**src/rtl/draw_pkg.sv**
```systemverilog
// Shared constants for the draw sequencer: screen geometry, default widths,
// FSM state encodings and the bus grant type.
package draw_pkg;

    localparam int unsigned SCREEN_W     = 160;
    localparam int unsigned SCREEN_H     = 120;
    localparam int unsigned DEF_X_W      = 8;
    localparam int unsigned DEF_Y_W      = 7;
    localparam int unsigned DEF_COLOUR_W = 3;
    localparam int unsigned STATE_W      = 3;

    typedef logic [STATE_W-1:0] state_t;

    localparam state_t ST_IDLE     = 3'd0;
    localparam state_t ST_FILL     = 3'd1;
    localparam state_t ST_FILL_REL = 3'd2;
    localparam state_t ST_CIRCLE   = 3'd3;
    localparam state_t ST_DONE     = 3'd4;

    typedef enum logic [1:0] {
        GRANT_NONE = 2'd0,
        GRANT_FILL = 2'd1,
        GRANT_CIRC = 2'd2
    } grant_e;

endpackage

```
**src/rtl/vga_bus_mux.sv**
```systemverilog
// Registered 2:1 plot-bus mux onto the VGA adapter. Ungranted engines are
// blocked and flagged through a sticky conflict bit.
module vga_bus_mux
    import draw_pkg::*;
#(
    parameter int unsigned X_W      = DEF_X_W,
    parameter int unsigned Y_W      = DEF_Y_W,
    parameter int unsigned COLOUR_W = DEF_COLOUR_W
) (
    input  logic                clk,
    input  logic                rst_n,
    input  grant_e              i_grant,
    input  logic [X_W-1:0]      i_fill_x,
    input  logic [Y_W-1:0]      i_fill_y,
    input  logic [COLOUR_W-1:0] i_fill_colour,
    input  logic                i_fill_plot,
    input  logic [X_W-1:0]      i_circ_x,
    input  logic [Y_W-1:0]      i_circ_y,
    input  logic [COLOUR_W-1:0] i_circ_colour,
    input  logic                i_circ_plot,
    output logic [X_W-1:0]      o_x,
    output logic [Y_W-1:0]      o_y,
    output logic [COLOUR_W-1:0] o_colour,
    output logic                o_plot,
    output logic                o_conflict
);

    logic [X_W-1:0]      w_x;
    logic [Y_W-1:0]      w_y;
    logic [COLOUR_W-1:0] w_colour;
    logic                w_plot;
    logic                w_conflict_hit;

    logic [X_W-1:0]      r_x;
    logic [Y_W-1:0]      r_y;
    logic [COLOUR_W-1:0] r_colour;
    logic                r_plot;
    logic                r_conflict;

    // Select the granted engine; anything else drives an all-zero bus.
    always_comb begin
        w_x      = '0;
        w_y      = '0;
        w_colour = '0;
        w_plot   = 1'b0;
        case (i_grant)
            GRANT_FILL: begin
                w_x      = i_fill_x;
                w_y      = i_fill_y;
                w_colour = i_fill_colour;
                w_plot   = i_fill_plot;
            end
            GRANT_CIRC: begin
                w_x      = i_circ_x;
                w_y      = i_circ_y;
                w_colour = i_circ_colour;
                w_plot   = i_circ_plot;
            end
            default: ;
        endcase
    end

    assign w_conflict_hit = (i_fill_plot && (i_grant != GRANT_FILL))
                         || (i_circ_plot && (i_grant != GRANT_CIRC));

    always_ff @(posedge clk or negedge rst_n) begin
        if (!rst_n) begin
            r_x        <= '0;
            r_y        <= '0;
            r_colour   <= '0;
            r_plot     <= 1'b0;
            r_conflict <= 1'b0;
        end else begin
            r_x      <= w_x;
            r_y      <= w_y;
            r_colour <= w_colour;
            r_plot   <= w_plot;
            if (w_conflict_hit) begin
                r_conflict <= 1'b1;
            end
        end
    end

    assign o_x        = r_x;
    assign o_y        = r_y;
    assign o_colour   = r_colour;
    assign o_plot     = r_plot;
    assign o_conflict = r_conflict;

endmodule

```
**src/rtl/draw_sequencer.sv**
```systemverilog
// Sequences the fill and circle engines for one drawing request and owns the
// shared VGA plot bus.
module draw_sequencer
    import draw_pkg::*;
#(
    parameter int unsigned X_W         = DEF_X_W,
    parameter int unsigned Y_W         = DEF_Y_W,
    parameter int unsigned COLOUR_W    = DEF_COLOUR_W,
    parameter int unsigned CLEAR_FIRST = 1
) (
    input  logic                clk,
    input  logic                rst_n,
    input  logic                start,
    output logic                done,
    output logic                busy,
    input  logic [X_W-1:0]      cfg_cx,
    input  logic [Y_W-1:0]      cfg_cy,
    input  logic [X_W-1:0]      cfg_r,
    input  logic [COLOUR_W-1:0] cfg_colour,
    output logic                fill_start,
    input  logic                fill_done,
    input  logic [X_W-1:0]      fill_x,
    input  logic [Y_W-1:0]      fill_y,
    input  logic [COLOUR_W-1:0] fill_colour,
    input  logic                fill_plot,
    output logic                circ_start,
    input  logic                circ_done,
    output logic [X_W-1:0]      circ_cx,
    output logic [Y_W-1:0]      circ_cy,
    output logic [X_W-1:0]      circ_r,
    output logic [COLOUR_W-1:0] circ_colour,
    input  logic [X_W-1:0]      circ_x,
    input  logic [Y_W-1:0]      circ_y,
    input  logic [COLOUR_W-1:0] circ_colour_px,
    input  logic                circ_plot,
    output logic [X_W-1:0]      vga_x,
    output logic [Y_W-1:0]      vga_y,
    output logic [COLOUR_W-1:0] vga_colour,
    output logic                vga_plot,
    output logic                conflict
);

    state_t              r_state;
    state_t              w_state_nx;
    logic                w_latch;
    grant_e              w_grant;

    logic                r_fill_start;
    logic                r_circ_start;
    logic                r_done;
    logic                r_busy;
    logic [X_W-1:0]      r_cx;
    logic [Y_W-1:0]      r_cy;
    logic [X_W-1:0]      r_r;
    logic [COLOUR_W-1:0] r_colour;

    always_ff @(posedge clk or negedge rst_n) begin
        if (!rst_n) begin
            r_state <= ST_IDLE;
        end else begin
            r_state <= w_state_nx;
        end
    end

    always_comb begin
        w_state_nx = r_state;
        w_latch    = 1'b0;
        case (r_state)
            ST_IDLE: begin
                if (start) begin
                    w_latch    = 1'b1;
                    w_state_nx = (CLEAR_FIRST != 0) ? ST_FILL : ST_CIRCLE;
                end
            end
            ST_FILL: begin
                if (fill_done) begin
                    w_state_nx = ST_FILL_REL;
                end
            end
            // Circle start waits for fill_done to fall so the engines never overlap.
            ST_FILL_REL: begin
                if (!fill_done) begin
                    w_state_nx = ST_CIRCLE;
                end
            end
            ST_CIRCLE: begin
                if (circ_done) begin
                    w_state_nx = ST_DONE;
                end
            end
            ST_DONE: begin
                if (!start) begin
                    w_state_nx = ST_IDLE;
                end
            end
            default: w_state_nx = ST_IDLE;
        endcase
    end

    // Outputs registered from the next state so they track the entered state.
    always_ff @(posedge clk or negedge rst_n) begin
        if (!rst_n) begin
            r_fill_start <= 1'b0;
            r_circ_start <= 1'b0;
            r_done       <= 1'b0;
            r_busy       <= 1'b0;
        end else begin
            r_fill_start <= (w_state_nx == ST_FILL);
            r_circ_start <= (w_state_nx == ST_CIRCLE);
            r_done       <= (w_state_nx == ST_DONE);
            r_busy       <= (w_state_nx == ST_FILL)
                         || (w_state_nx == ST_FILL_REL)
                         || (w_state_nx == ST_CIRCLE);
        end
    end

    always_ff @(posedge clk or negedge rst_n) begin
        if (!rst_n) begin
            r_cx     <= '0;
            r_cy     <= '0;
            r_r      <= '0;
            r_colour <= '0;
        end else if (w_latch) begin
            r_cx     <= cfg_cx;
            r_cy     <= cfg_cy;
            r_r      <= cfg_r;
            r_colour <= cfg_colour;
        end
    end

    always_comb begin
        w_grant = GRANT_NONE;
        if (w_state_nx == ST_FILL) begin
            w_grant = GRANT_FILL;
        end else if (w_state_nx == ST_CIRCLE) begin
            w_grant = GRANT_CIRC;
        end
    end

    vga_bus_mux #(
        .X_W      (X_W),
        .Y_W      (Y_W),
        .COLOUR_W (COLOUR_W)
    ) u_mux (
        .clk           (clk),
        .rst_n         (rst_n),
        .i_grant       (w_grant),
        .i_fill_x      (fill_x),
        .i_fill_y      (fill_y),
        .i_fill_colour (fill_colour),
        .i_fill_plot   (fill_plot),
        .i_circ_x      (circ_x),
        .i_circ_y      (circ_y),
        .i_circ_colour (circ_colour_px),
        .i_circ_plot   (circ_plot),
        .o_x           (vga_x),
        .o_y           (vga_y),
        .o_colour      (vga_colour),
        .o_plot        (vga_plot),
        .o_conflict    (conflict)
    );

    assign fill_start  = r_fill_start;
    assign circ_start  = r_circ_start;
    assign done        = r_done;
    assign busy        = r_busy;
    assign circ_cx     = r_cx;
    assign circ_cy     = r_cy;
    assign circ_r      = r_r;
    assign circ_colour = r_colour;

endmodule

```
**config.mk**
```make
export PLATFORM = sky130hd
export DESIGN_NAME = draw_sequencer
export DESIGN_NICKNAME = d
export VERILOG_FILES = /design/src/rtl/draw_pkg.sv /design/src/rtl/vga_bus_mux.sv /design/src/rtl/draw_sequencer.sv
export SDC_FILE = /design/constraint.sdc
export NUM_CORES = 1
export LEC_CHECK = 0
export ABC_AREA = 0
export CAP_MARGIN = 20
export CORE_MARGIN = 2
export CORE_UTILIZATION = 38
export CTS_CLUSTER_DIAMETER = 30
export DETAILED_ROUTE_END_ITERATION = 7
export GPL_ROUTABILITY_DRIVEN = 0
export PLACE_DENSITY_LB_ADDON = 0.08
export SYNTH_ARGS = -nofsm -noshare
export SYNTH_HDL_FRONTEND = slang
export SYNTH_SLANG_ARGS = --single-unit
```
**constraint.sdc**
```tcl
create_clock -name clk -period 2 [get_ports clk]
set_input_delay 0.4 -clock clk [delete_from_list [all_inputs] [get_ports clk]]
set_output_delay 0.4 -clock clk [all_outputs]
set_load 0.01 [all_outputs]
```
==> out/results.env <==
RUN_STATUS='finished, final reports clean'
CRIT_FANOUT=21
DPL_CELL_AREA_UM2=3340
SETUP_VIOLATIONS=0
FMAX_MHz=587
WHS_NS=0.510
POST_SYNTH_AND_OR_NAND_NOR_AREA_FRACTION_PCT=2.28
WORSTSETUPSTARTPOINTTYPE='input port'
WORST_HOLD_STARTPOINT='circ_cy[0]'
FIN_AREA_UM2=3470
INSERTION_DELAY_OF_THE_LATER_CLOCKED_PIN_IN_THE_WORST_SKEW_PAIR_NS=0.29
DIEHEIGHT_UM=78.0
ANTENNA-DIODE-COUNT=0
CORE.ROWCOUNT=26
PATH_CLK_SLEW_NS=0.09
REG2REG_SLACK_NS=0.35
PERIOD_SHARE_PCT=85.2
MOST_FREQUENT_CELLS_IN_THE_LAYOUT='117 x sky130_fd_sc_hd__clkdlybuf4s50_1, 53 x sky130_fd_sc_hd__dfrtp_1, 20 x sky130_fd_sc_hd__mux2_4'
ROUTEDWLPERCELL_UM=14.3
DPL.HPWL_UM=3500
GLOBALROUTETOTALUTIL_PCT=15.6
FIN_WS_NS=0.296
YS_TYPES=25
WORST_R2R_STARTPOINT='r_state[0]'
CORE-AREA_UM2=5200
MASTER_CELL_OF_THE_CLOCK_ROOT_BUFFER='sky130_fd_sc_hd__clkbuf_8'
TOTAL_NEGATIVE_SETUP_SLACKS_NS=0
ARITHMETIC_CELL_SHARE_OF_THE_SYNTHESIZED_AREA_COUNTING_FULL_ADDERS_HALF_ADDERS_AND_MAJORITY_GATES_PCT=0
MIN_PATH_TYPE='flip-flop to flip-flop'
FRACTION_OF_SYNTHESIZED_CELL_AREA_IN_XOR_AND_XNOR_CELLS_PCT=0
SYNTH_TOP_AREA_SHARE_PCT=63.7
FIRST_GLOBAL_VIAS=1525
PORTBUFFERS=118
SLEW_VIOLATIONS=0
WORSTPATHARRIVAL_NS=1.85
NUMBER_OF_SYNTHESIZED_FLOPS_WITH_AN_ENABLE_PIN=0
CRIT_END_ELEMENT='flip-flop'
UTILIZATION_PCT=66.7
CTS.SINK_COUNT=53
YS.WARNINGS.COUNT=0
ROUTED_WIRELENGTH_UM=4650
FIN_WORST_SKEW_NS=0.00508
GLOBALROUTEOVERFLOWTOTAL=0
SHARE_OF_FINAL_LAYOUT_STANDARD_CELLS_STRONGER_THAN_DRIVE_STRENGTH_1_PCT=16.1
SYNTH_TOP_FAMILY_BY_AREA='multiplexers'
INITIAL_UTILIZATION_PCT=40.0
POWER.LEAKAGE_nW=1.51
CTS.HTREE.LEVELS=2
FINAL_COMMON_CELL='sky130_fd_sc_hd__clkdlybuf4s50_1'
POSTSYNTH.TOPFLOPCELL='sky130_fd_sc_hd__dfrtp_1'
GRT_START_MAX_NET_PINS=27
SYNTH_COMPOUND_GATE_AREA_SHARE_PCT=11.8
SETUP_REPAIR_AFTER_GLOBAL_ROUTING_MISSED_ITS_MARGIN='false'
MAXSLEWHEADROOM_PCT=53.2
SYNTH.YOSYS.SEQ_AREA_SHARE_PCT=63.7
PLACEMENT.SETUP.WORST_SLACK_NS=-0.0573
MAX_SLEW.WORST_PIN.SLEW_NS=0.702
DIEAREA_UM2=6090
ROUTED_VIA_DENSITY=4.63
IO-PIN-COUNT=119
IR_DROP_mV=0.853
POST_CTS_RESIZED=0
NUMCTSBUFFERS=5
MIN_PERIOD_NS=1.70
TOTAL_POWER_mW=4.96
INITIALDRTVIOLATIONCOUNT=44
CLOCK_TREE_FROM_TRITONCTS='yes'
ANTENNA_LEFT=0
DRT_FIRST_PASS_ITERS=2
SETUP.WORST_PATH.START='circ_done'
LAYOUTNONFILLERINSTCOUNT=325
ASYNC_FLOP_SHARE_PCT=100
INITIAL_ANTENNA_VIOLATION_COUNT=0
YOSYS-MUX-AREA-FRACTION_PCT=18.1
CTSLONGESTPATHBUFFERS=2
MAPPEDNETLISTAREA_UM2=2080
ROUTE.VIAS.TOTAL=1505
AREA_DELTA_SYNTH_FINAL_PCT=66.5
POWER_DENSITY_nW_PER_UM2=1430
FINAL-HOLD-VIOLATION-COUNT=0
POST-PLACE-CELLS=316
SYNTH_SEQ_CELLS=53
GRT_FIRST_PASS_WIRELENGTH_UM=7340
YOSYSTOPAREACELL='sky130_fd_sc_hd__dfrtp_1'
CRITICAL_PATH_TYPE='input port to flip-flop'
SYNTH_FP_NETS=202
TIMING.CRITICAL_PATH.REQUIRED_NS=2.14
NNETSFINAL=323
CAP_VIOLATIONS=0
SYN_AVG_CELL_AREA_UM2=15.7
DRC=0
DIE-WIDTH_UM=78.0
SYNTH.AREA.TOP_CELLS='sky130_fd_sc_hd__dfrtp_1 64%, sky130_fd_sc_hd__mux2_4 14%, sky130_fd_sc_hd__a22o_1 8.0%'
POSTSYNTHCELLCOUNT=133
## synth_stat cells, types with 2 or more instances
cell type                  instances
sky130_fd_sc_hd__nand2b_1          2
sky130_fd_sc_hd__clkbuf_1          2
sky130_fd_sc_hd__buf_4             3
sky130_fd_sc_hd__mux2_4           20
sky130_fd_sc_hd__o21ai_0           3
sky130_fd_sc_hd__nand2_1           3
sky130_fd_sc_hd__buf_2             2
sky130_fd_sc_hd__buf_6             2
sky130_fd_sc_hd__dfrtp_1          53
sky130_fd_sc_hd__a22o_1           19
sky130_fd_sc_hd__mux2_2            6
sky130_fd_sc_hd__inv_1             5
## layer usage
layer / GRT usage (%) / up-vias / wire length [um] / part of all wire, %
li1: - / 723 / - / -
met1: 18.1 / 705 / 1870 / 40
met2: 26.9 / 72 / 2280 / 49
met3: 5.75 / 5 / 450 / 9.7
met4: 5.26 / 0 / 42 / 0.90
met5: 0 / - / 0 / 0
## cells by family (layout without fill, tap and decap cells)
group	after synthesis	in the layout
buffers and inverters	15	137
DFF	53	53
AOI/OAI and AO/OA	29	29
muxes	27	27
and+or+nand+nor	9	9
## worst max-delay path: stages
cell	delay, ns
sky130_fd_sc_hd__clkdlybuf4s50_1	0.44
sky130_fd_sc_hd__nand2_1	0.11
sky130_fd_sc_hd__o2111a_1	0.66
sky130_fd_sc_hd__o221ai_1	0.24
## power breakdown
part | switching (mW) | internal, mW
Sequential | 0.242 | 1.56
Clock | 0.324 | 0.407
Combinational | 0.863 | 1.56
Total | 1.43 | 3.53
## cell type report
cell class / count / area, um2
Timing Repair Buffer: 123 / 1240
Fill cell: 416 / 1740
Tap cell: 70 / 87.6
Multi-Input combinational cell: 65 / 672
Inverter: 6 / 22.5
Clock buffer: 6 / 82.6
Sequential cell: 53 / 1330
Clock inverter: 2 / 37.5
## worst paths after layout
check / to / depth (start not counted)
min in group asynchronous: circ_cx[4] / 2
worst min register to register: circ_cy[0] / 1
max in group asynchronous: circ_cy[1] / 3
worst max register to register: u_mux.o_conflict / 3
worst max-delay path: u_mux.o_conflict / 4
worst min-delay path: circ_cy[0] / 1
## registers in the layout, summed over array words and instances (netlist names)
signal	count
busy	1
circ_colour	3
circ_cx	8
circ_cy	7
circ_r	8
circ_start	1
done	1
fill_start	1
r_state	3
u_mux.o_colour	3
u_mux.o_conflict	1
u_mux.o_plot	1
u_mux.o_x	8
u_mux.o_y	7
## timing repair
item                      4_1_cts  5_1_grt
setup buffers                   0        0
hold endpoints to repair       14        0
hold buffers                    1        0
Power figures use the tool's default switching activity.
